### src/rtl/multicycle_control.sv
// Multicycle control FSM for an RV32I subset (R-type, LW, SW, BEQ/BNE) sharing one memory port.
// Sequences PC/IR/ALU/regfile/memory enables; memory handshake guarded by a timeout watchdog.
module multicycle_control #(
    parameter int TIMEOUT = 16,
    parameter int CNT_W   = 5
) (
    input  logic        clk,
    input  logic        rst_n,
    input  logic [31:0] instr,
    input  logic        zero,
    input  logic        mem_ready,
    output logic        pc_write,
    output logic        ir_write,
    output logic        mem_req,
    output logic        mem_we,
    output logic        iord,
    output logic [1:0]  alu_src_a,
    output logic [1:0]  alu_src_b,
    output logic [1:0]  alu_op,
    output logic        pc_src,
    output logic        reg_write,
    output logic        mem_to_reg,
    output logic        retire,
    output logic        trap,
    output logic [1:0]  trap_cause,
    output logic [3:0]  state
);

    typedef enum logic [3:0] {
        S_IDLE      = 4'd0,
        S_FETCH     = 4'd1,
        S_DECODE    = 4'd2,
        S_EXEC_R    = 4'd3,
        S_MEM_ADDR  = 4'd4,
        S_MEM_READ  = 4'd5,
        S_MEM_WRITE = 4'd6,
        S_WB_R      = 4'd7,
        S_WB_LOAD   = 4'd8,
        S_BRANCH    = 4'd9,
        S_TRAP      = 4'd15
    } state_t;

    localparam logic [6:0] OP_RTYPE  = 7'b0110011;
    localparam logic [6:0] OP_LOAD   = 7'b0000011;
    localparam logic [6:0] OP_STORE  = 7'b0100011;
    localparam logic [6:0] OP_BRANCH = 7'b1100011;

    localparam logic [1:0] CAUSE_NONE    = 2'b00;
    localparam logic [1:0] CAUSE_ILLEGAL = 2'b01;
    localparam logic [1:0] CAUSE_TIMEOUT = 2'b10;

    localparam logic [CNT_W-1:0] CNT_LAST = CNT_W'(TIMEOUT - 1);

    state_t           state_q, state_d;
    logic [CNT_W-1:0] cnt_q, cnt_d;
    logic             trap_q, trap_d;
    logic [1:0]       cause_q, cause_d;

    logic [6:0] opcode;
    logic [2:0] funct3;
    logic       in_mem_state;
    logic       timed_out;
    logic       unused_instr_bits;

    assign opcode            = instr[6:0];
    assign funct3            = instr[14:12];
    assign unused_instr_bits = ^{instr[31:15], instr[11:7]};

    function automatic state_t dispatch(input logic [6:0] op, input logic [2:0] f3);
        state_t nxt;
        case (op)
            OP_RTYPE:           nxt = S_EXEC_R;
            OP_LOAD, OP_STORE:  nxt = S_MEM_ADDR;
            OP_BRANCH:          nxt = (f3 == 3'b000 || f3 == 3'b001) ? S_BRANCH : S_TRAP;
            default:            nxt = S_TRAP;
        endcase
        return nxt;
    endfunction

    // The watchdog fires on the last allowed waiting cycle; a ready in that cycle still completes.
    assign in_mem_state = (state_q == S_FETCH) || (state_q == S_MEM_READ) || (state_q == S_MEM_WRITE);
    assign timed_out    = in_mem_state && !mem_ready && (cnt_q == CNT_LAST);

    always_comb begin
        state_d = state_q;
        case (state_q)
            S_IDLE:      state_d = S_FETCH;
            S_FETCH: begin
                if (mem_ready)      state_d = S_DECODE;
                else if (timed_out) state_d = S_TRAP;
            end
            S_DECODE:    state_d = dispatch(opcode, funct3);
            S_EXEC_R:    state_d = S_WB_R;
            S_WB_R:      state_d = S_FETCH;
            S_MEM_ADDR:  state_d = (opcode == OP_LOAD) ? S_MEM_READ : S_MEM_WRITE;
            S_MEM_READ: begin
                if (mem_ready)      state_d = S_WB_LOAD;
                else if (timed_out) state_d = S_TRAP;
            end
            S_MEM_WRITE: begin
                if (mem_ready)      state_d = S_FETCH;
                else if (timed_out) state_d = S_TRAP;
            end
            S_WB_LOAD:   state_d = S_FETCH;
            S_BRANCH:    state_d = S_FETCH;
            S_TRAP:      state_d = S_TRAP;
            default:     state_d = S_IDLE;
        endcase
    end

    // Counter runs only while a request is stalled in place; any state change or completion clears it.
    always_comb begin
        cnt_d = '0;
        if (in_mem_state && !mem_ready && (state_d == state_q)) begin
            cnt_d = cnt_q + CNT_W'(1);
        end
    end

    always_comb begin
        trap_d  = trap_q;
        cause_d = cause_q;
        if (!trap_q && (state_d == S_TRAP) && (state_q != S_TRAP)) begin
            trap_d  = 1'b1;
            cause_d = (state_q == S_DECODE) ? CAUSE_ILLEGAL : CAUSE_TIMEOUT;
        end
    end

    always_ff @(posedge clk) begin
        if (!rst_n) begin
            state_q <= S_IDLE;
            cnt_q   <= '0;
            trap_q  <= 1'b0;
            cause_q <= CAUSE_NONE;
        end else begin
            state_q <= state_d;
            cnt_q   <= cnt_d;
            trap_q  <= trap_d;
            cause_q <= cause_d;
        end
    end

    always_comb begin
        pc_write   = 1'b0;
        ir_write   = 1'b0;
        mem_req    = 1'b0;
        mem_we     = 1'b0;
        iord       = 1'b0;
        alu_src_a  = 2'b00;
        alu_src_b  = 2'b00;
        alu_op     = 2'b00;
        pc_src     = 1'b0;
        reg_write  = 1'b0;
        mem_to_reg = 1'b0;
        retire     = 1'b0;
        case (state_q)
            S_FETCH: begin
                mem_req   = 1'b1;
                alu_src_b = 2'b01;
                ir_write  = mem_ready;
                pc_write  = mem_ready;
            end
            S_DECODE: begin
                alu_src_a = 2'b10;
                alu_src_b = 2'b10;
            end
            S_EXEC_R: begin
                alu_src_a = 2'b01;
                alu_op    = 2'b10;
            end
            S_WB_R: begin
                reg_write = 1'b1;
                retire    = 1'b1;
            end
            S_MEM_ADDR: begin
                alu_src_a = 2'b01;
                alu_src_b = 2'b10;
            end
            S_MEM_READ: begin
                mem_req = 1'b1;
                iord    = 1'b1;
            end
            S_MEM_WRITE: begin
                mem_req = 1'b1;
                mem_we  = 1'b1;
                iord    = 1'b1;
                retire  = mem_ready;
            end
            S_WB_LOAD: begin
                reg_write  = 1'b1;
                mem_to_reg = 1'b1;
                retire     = 1'b1;
            end
            // funct3 bit 0 distinguishes BNE from BEQ; other funct3 values never reach here.
            S_BRANCH: begin
                alu_src_a = 2'b01;
                alu_op    = 2'b01;
                pc_src    = 1'b1;
                pc_write  = funct3[0] ? ~zero : zero;
                retire    = 1'b1;
            end
            default: ;
        endcase
    end

    assign trap       = trap_q;
    assign trap_cause = cause_q;
    assign state      = state_q;

endmodule

### config.mk
export PLATFORM = sky130hd
export DESIGN_NAME = multicycle_control
export DESIGN_NICKNAME = d
export VERILOG_FILES = /design/src/rtl/multicycle_control.sv
export SDC_FILE = /design/constraint.sdc
export NUM_CORES = 1
export LEC_CHECK = 0
export ABC_AREA = 0
export BUFFER_PORTS_ARGS = -buffer_cell sky130_fd_sc_hd__buf_2
export CAP_MARGIN = 40
export CORE_MARGIN = 10
export CORE_UTILIZATION = 44
export CTS_CLUSTER_SIZE = 30
export DETAILED_ROUTE_END_ITERATION = 10
export PLACE_DENSITY = 0.84
export SYNTH_ARGS = -nofsm -noshare
export SYNTH_HDL_FRONTEND = slang
export SYNTH_SLANG_ARGS = --single-unit
### constraint.sdc
create_clock -name clk -period 3.33 [get_ports clk]
set_input_delay 0.1665 -clock clk [delete_from_list [all_inputs] [get_ports clk]]
set_output_delay 0.1665 -clock clk [all_outputs]
set_load 0.01 [all_outputs]
## Yosys cells after proc, flatten, opt, wreduce, memory -nomap -nowiden

Index checks and enable logic that the tools add are counted.

| storage, ports and cells | value |
|---|---|
| bits in latches | 0 |
| memories kept | 0 |
| word-level logic and storage cells | 68 |
| memory bits (read-only) | 0 |
| bits of input ports | 36 |
| register bits after elaboration | 12 |
| output and inout bits | 22 |
| bits in writable memories | 0 |

| cells by class | value |
|---|---|
| equal/unequal tests | 19 |
| $lt $le $gt $ge | 0 |
| reductions and logical operators | 21 |
| div/mod/pow operators | 0 |
| bitwise logic cells | 1 |
| add/sub/neg operators | 1 |
| $mul | 0 |
| shift-type cells | 0 |
| multiplexer cells | 22 |

Operator list:

| operator | number |
|---|---|
| $pmux W4 S8 | 1 |
| $eq A4 B3 Y1 const B | 4 |
| $eq A4 B4 Y1 const B | 4 |
| $mux W4 | 4 |
| $eq A7 B6 Y1 const B | 2 |
| $pmux W2 S2 | 3 |
| $pmux W4 S3 | 1 |
| $reduce_or A3 Y1 | 3 |
| $eq A4 B2 Y1 const B | 2 |
| $mux W1 | 8 |
| $reduce_or A2 Y1 | 4 |
| $eq A7 B2 Y1 const B | 1 |
| $eq A7 B7 Y1 const B | 1 |
| $add A5 B1 Y5 const B | 1 |
| $eq A5 B4 Y1 const B | 1 |
| $logic_and A1 B1 Y1 | 5 |
| $eq A4 B1 Y1 const B | 1 |
| $eq A4 B4 Y1 | 1 |
| $logic_not A4 Y1 | 1 |
| $mux W2 | 2 |
| $ne A4 B4 Y1 const B | 1 |
| $pmux W1 S2 | 2 |
| $reduce_or A4 Y1 | 1 |
| $eq A3 B1 Y1 const B | 1 |
| 6 further kinds | 9 |

## Logic depth before layout (Yosys ltp)

| logic depth | value |
|---|---|
| word-level depth | 11 |
| gate-level depth with buffers | 9 |
| gate-level depth less buffers | 9 |

## Least setup slack after synthesis

Ideal clock, no wire load.

| timing path | value |
|---|---|
| path type | reg-to-reg |
| start | register cnt_q[0] |
| end | register cause_q[1], in the netlist trap_cause[1] |
| path buffers | 0 |
| setup time | 116 ps |
| cell stages (with the launch flop) | 9 |
| arrival | 1961 ps |
| path slack | 1253 ps |
| clock period less this slack | 2077 ps |
| cell sequence | dfxtp_1 ha_1 and3_1 ha_1 nor2b_1 a32oi_1 o221a_4 or4_4 o211a_1 |

| between the ends | value |
|---|---|
| word-level cells in the longest chain between the ends | 8 |
| elaborated cells on any way between the ends | 10 |
| classes of those cells | eq/ne (2); mux (5); reduce/logical (3) |

RTL lines:

| what | RTL line | RTL |
|---|---|---|
| start, declared | 55 | `logic [CNT_W-1:0] cnt_q, cnt_d;` |
| start signal, assigned | 136 | `cnt_q <= cnt_d;` |
| $eq A5 B4 Y1 * | 82 | `assign timed_out = in_mem_state && !mem_ready && (cnt_q == CNT_LAST);` |
| $logic_and A1 B1 Y1 * | 82 |  |
| $mux W4 * | 90, 98, 102 |  |
| $mux W4, on equally long branches | 101, 89, 97 |  |
| $pmux W4 S8 * | 86 | `case (state_q)` |
| $eq A4 B4 Y1 * | 122 | `if (!trap_q && (state_d == S_TRAP) && (state_q != S_TRAP)) begin` |
| $logic_and A1 B1 Y1 * (2 in a row) | 122 |  |
| end signal, assigned | 138 | `cause_q <= cause_d;` |
| end, declared | 57 | `logic [1:0] cause_q, cause_d;` |

Mark *: on every way between the ends. The rest lies on a longest branch, timed or not.
A chain may end at the register's enable or synchronous reset.

## Final worst setup path

| timing path | value |
|---|---|
| start | register state_q[2], in the netlist state[2] |
| end | register cause_q[1], in the netlist trap_cause[1] |

| between the ends | value |
|---|---|
| word-level cells in the longest chain between the ends | 11 |
| elaborated cells on any way between the ends | 26 |
| classes of those cells | eq/ne (12); mux (6); reduce/logical (8) |

RTL lines:

| what | RTL line | RTL |
|---|---|---|
| start, declared | 54 | `state_t state_q, state_d;` |
| start signal, assigned | 135 | `state_q <= state_d;` |
| $eq A4 B1 Y1 / $eq A4 B3 Y1 (equally long branches) | 81, 86 |  |
| $logic_or A1 B1 Y1 (2 in a row) | 81 | `assign in_mem_state = (state_q == S_FETCH) \|\| (state_q == S_MEM_READ) \|\| (state_q == S_MEM_WRITE);` |
| $logic_and A1 B1 Y1 (2 in a row) | 82 |  |
| $mux W4 | 90, 98, 102 |  |
| $mux W4, on equally long branches | 101, 89, 97 |  |
| $pmux W4 S8 | 86 |  |
| $eq A4 B4 Y1 | 122 |  |
| $logic_and A1 B1 Y1 (2 in a row) | 122 |  |

Several ways; a longest one is shown, not always the timed one.

==> impl_table.tex <==
\begin{tabular}{lr}
\hline
Metric & Value \\
\hline
\multicolumn{2}{l}{\textbf{Power}} \\
\quad Power per standard cell area & 716.6 nW/um\^{}2 \\
\quad Maximum resistive drop on vdd & 402.0 uV \\
\quad Switching pwr & 0.3580 mW \\
\quad Fraction of power consumed by combinational cells & 52.5\% \\
\quad Part of the total power dissipated in the clock network & 14.6\% \\
\quad Switching share of power & 45.95\% \\
\quad Leak pwr & 0.5195 nW \\
\quad Power share of the sequential group & 32.9\% \\
\quad Total Power & 0.7791 mW \\
\quad Cell-internal power & 0.4211 mW \\
\multicolumn{2}{l}{\textbf{Floorplan}} \\
\quad Initial cell density of the core & 45.31\% \\
\quad Die H & 64.49 um \\
\quad Die X & 64.49 um \\
\quad I/O pin total & 58 \\
\quad Row cnt & 16 \\
\quad Core Box Area & 1922 um\^{}2 \\
\quad Total Die Area & 4158 um\^{}2 \\
\multicolumn{2}{l}{\textbf{Yosys}} \\
\quad Number of synthesis warnings & 0 \\
\quad Flops \& latches, synth & 12 \\
\quad Number of enable-type register cells in the synthesized netlist & 0 \\
\quad Mean post-synth cell area & 7.443 um\^{}2 \\
\quad Share of synthesized area occupied by flip-flops and latches & 27.59\% \\
\quad Main area contributors after synthesis & dfxtp\_1, nor2\_1, nor2b\_1 \\
\quad Syn nets & 155 \\
\quad Cell count after synthesis & 117 \\
\quad Proportion of synthesized flip-flops having asynchronous set or reset & 0\% \\
\quad Fraction of post-synthesis cell area in the top cell type by area & 27.59\% \\
\quad Most area-hungry cell type in the Yosys netlist & dfxtp\_1 \\
\quad Summed instance area of the synthesized netlist & 870.8 um\^{}2 \\
\quad Number of distinct library cell variants in the gate-level netlist after synthesis & 40 \\
\quad Flip-flop cell with the highest count after synthesis & dfxtp\_1 \\
\multicolumn{2}{l}{\textbf{STA}} \\
\quad Max transition margin & 57.89\% \\
\quad Final period demand of the worst path & 2.249 ns \\
\quad Unrepaired setup endpoints after global routing & false \\
\quad Max Clock Skew & 0.001599 ns \\
\quad Setup total negative slack & 0 ns \\
\quad Slew Limit Fails & 0 \\
\quad Ratio of final minimum period to clock period & 67.55\% \\
\quad Final hold vios & 0 \\
\quad Fmax & 444.6 MHz \\
\quad Transition time at the pin with the least slew margin & 0.6308 ns \\
\quad Count of final setup violators & 0 \\
\multicolumn{2}{l}{\textbf{Detailed routing}} \\
\quad Number of nets with antenna violations after detailed routing & 0 \\
\quad Post-detailed-route wirelength per cell & 13.51 um \\
\quad Detailed-router iteration count before antenna repair & 4 \\
\quad Final WL & 2.378 mm \\
\quad 1st-iter DRT viols & 45 \\
\quad Number of vias per cell after detailed routing & 5.455 \\
\quad Detailed-route via count & 960 \\
\quad Detailed-route DRC error count & 0 \\
\multicolumn{2}{l}{\textbf{CTS}} \\
\quad Total of hold buffers inserted after clock tree synthesis & 0 \\
\quad CTS buffer count & 3 \\
\quad Root buffer cell & clkbuf\_4 \\
\quad CTS tree & yes \\
\quad Clock sink count & 12 \\
\quad Clock latency reported for the late side of the worst-skew pair & 0.27 ns \\
\quad Clock-pin slew on the worst setup and hold paths & 0.07 ns \\
\quad Number of gates resized after cts & 0 \\
\quad Post-CTS Setup Bufs & 0 \\
\quad Count of H-tree levels built during CTS & 1 \\
\quad Bufs on Longest Clock Path & 2 \\
\multicolumn{2}{l}{\textbf{Global route}} \\
\quad Global Route Usage Sum & 11.88\% \\
\quad Antenna violations before repair & 0 \\
\quad First-pass GRT wire length & 4.091 mm \\
\quad Vias in the first global route & 912 \\
\quad Remaining Overflow, GRT & 0 \\
\quad Maximum number of pins on one net before global-route repair & 20 \\
\multicolumn{2}{l}{\textbf{Final layout}} \\
\quad Final nets & 188 \\
\quad FF/Latch Area & 240.2 um\^{}2 \\
\quad Area of the multi-input gates & 579.3 um\^{}2 \\
\quad Area growth from synthesis to layout & 24.86\% \\
\quad Count of fill cells added during filler insertion & 197 \\
\quad Final antenna diode count & 0 \\
\quad Share of post-route cells with drive strength above 1 & 28.86\% \\
\multicolumn{2}{l}{\textbf{Place}} \\
\quad Number of I/O port buffers & 35 \\
\quad Dpl hpwl & 1.901 mm \\
\quad Final Wtd Congestion & 0.8189 \\
\multicolumn{2}{l}{\textbf{Worst setup path}} \\
\quad RR Startpoint & state[2] \\
\quad Largest fanout on the critical path & 19 \\
\quad Worst setup path startpoint & state[2] \\
\quad Arrival time at the worst endpoint & 2.42 ns \\
\quad Startpoint types & flip-flop \\
\quad Critical path start-end classification & flip-flop to flip-flop \\
\quad Critical path capture point type & flip-flop \\
\quad Capture point of the worst reg-to-reg path & trap\_cause[1] \\
\quad Capture point of the critical path & trap\_cause[1] \\
\quad Required arrival time at the worst endpoint & 3.50 ns \\
\quad Logic depth of the worst register-to-register path & 6 \\
\quad Internal reg-to-reg setup slack & 1.08 ns \\
\multicolumn{2}{l}{\textbf{Status}} \\
\quad Run status & complete, no violations \\
\multicolumn{2}{l}{\textbf{Hold path}} \\
\quad Min-Delay Path Class & input pin to flip-flop \\
\multicolumn{2}{l}{\textbf{Run}} \\
\quad MaxCap Viol Count & 0 \\
\hline
\end{tabular}
[sequential cells by signal, indices dropped and copies added (netlist names)]
register,count
cnt_q,5
state,4
trap_cause,2
trap,1
[power groups by stage]
stage	clock network, mW	registers [mW]	logic [mW]
after global routing	0.124	0.268	0.458
after floorplan	0	0.210	0.323
final	0.114	0.257	0.409
after CTS	0.121	0.256	0.413
after global placement	0	0.255	0.395
after detailed placement	0	0.259	0.412
[cell type report]
cell class                      instances  area share, %
Inverter                                6          2.071
Multi-Input combinational cell         92          53.28
Tap cell                               27          3.107
Sequential cell                        12          22.09
Timing Repair Buffer                   35          16.11
Clock buffer                            4          3.337
[cell families after synthesis]
logic type,count (synthesis),synth area share [%]
and+or+nand+nor,52,31.47
xor gates and xnor gates,4,4.024
buffers and inverters,13,5.890
AOI/OAI and AO/OA,32,25.72
DFF,12,27.59
adders and majority gates,2,2.873
muxes,2,2.442
[worst min path at each step]
stage	startpoint	end	slack, ns	cells past startpoint
after floorplan	rst_n	trap	0.28	1
after global routing	rst_n	trap_cause[1]	0.16	2
after detailed placement	rst_n	trap	0.44	2
after global placement	rst_n	trap	0.43	2
after CTS	rst_n	trap	0.15	2
final	rst_n	trap	0.16	2
[layer usage]
layer	track usage, %	wire, um
met1	13.10	993
met5	0	0
met3	5.498	228
met2	18.97	1148
met4	5.615	8
[per-stage QoR]
step	utilization (%)	hold WS (ns)	cells	area [um^2]	worst slack, ns
3_3_place_gp	54.69	0.4265	172	1051	1.132
2_1_floorplan	-	0.2843	117	870.8	1.253
5_1_grt	56.58	0.1599	176	1087	0.9529
4_1_cts	56.58	0.1465	176	1087	1.074
3_5_place_dp	54.69	0.4411	172	1051	1.080
6_report	56.58	0.1633	176	1087	1.081
[worst max-delay path, stage by stage, from the launching register on]
cell	delay (ns)
dfxtp_1	0.73
nor2b_1	0.23
a21o_1	0.14
a32oi_1	0.06
o221a_4	0.32
or4_4	0.51
o211a_1	0.14
[synth_stat cells, types with 2 or more instances]
library cell,n
buf_2,2
dfxtp_1,12
o211a_1,2
a21oi_1,7
clkbuf_1,4
a21o_1,2
nand4_1,2
nand3_1,4
o22ai_1,4
xnor2_1,2
inv_1,6
ha_1,2
nor3_1,5
o21ai_0,6
o21a_1,2
nand2b_1,5
nor2b_1,6
nor2_1,16
xor2_1,2
nand2_1,6
[layout by cell type (no fill, tap or decap), drive strengths merged, types with 4 or more instances in the layout]
cell type / count
a21oi: 7
nor2b: 6
inv: 6
nand2: 6
buf: 35
o22ai: 4
dfxtp: 12
o21ai: 7
nand3: 4
nand2b: 5
clkbuf: 4
nor2: 16
nor3: 5
Power figures use the tool's default switching activity.
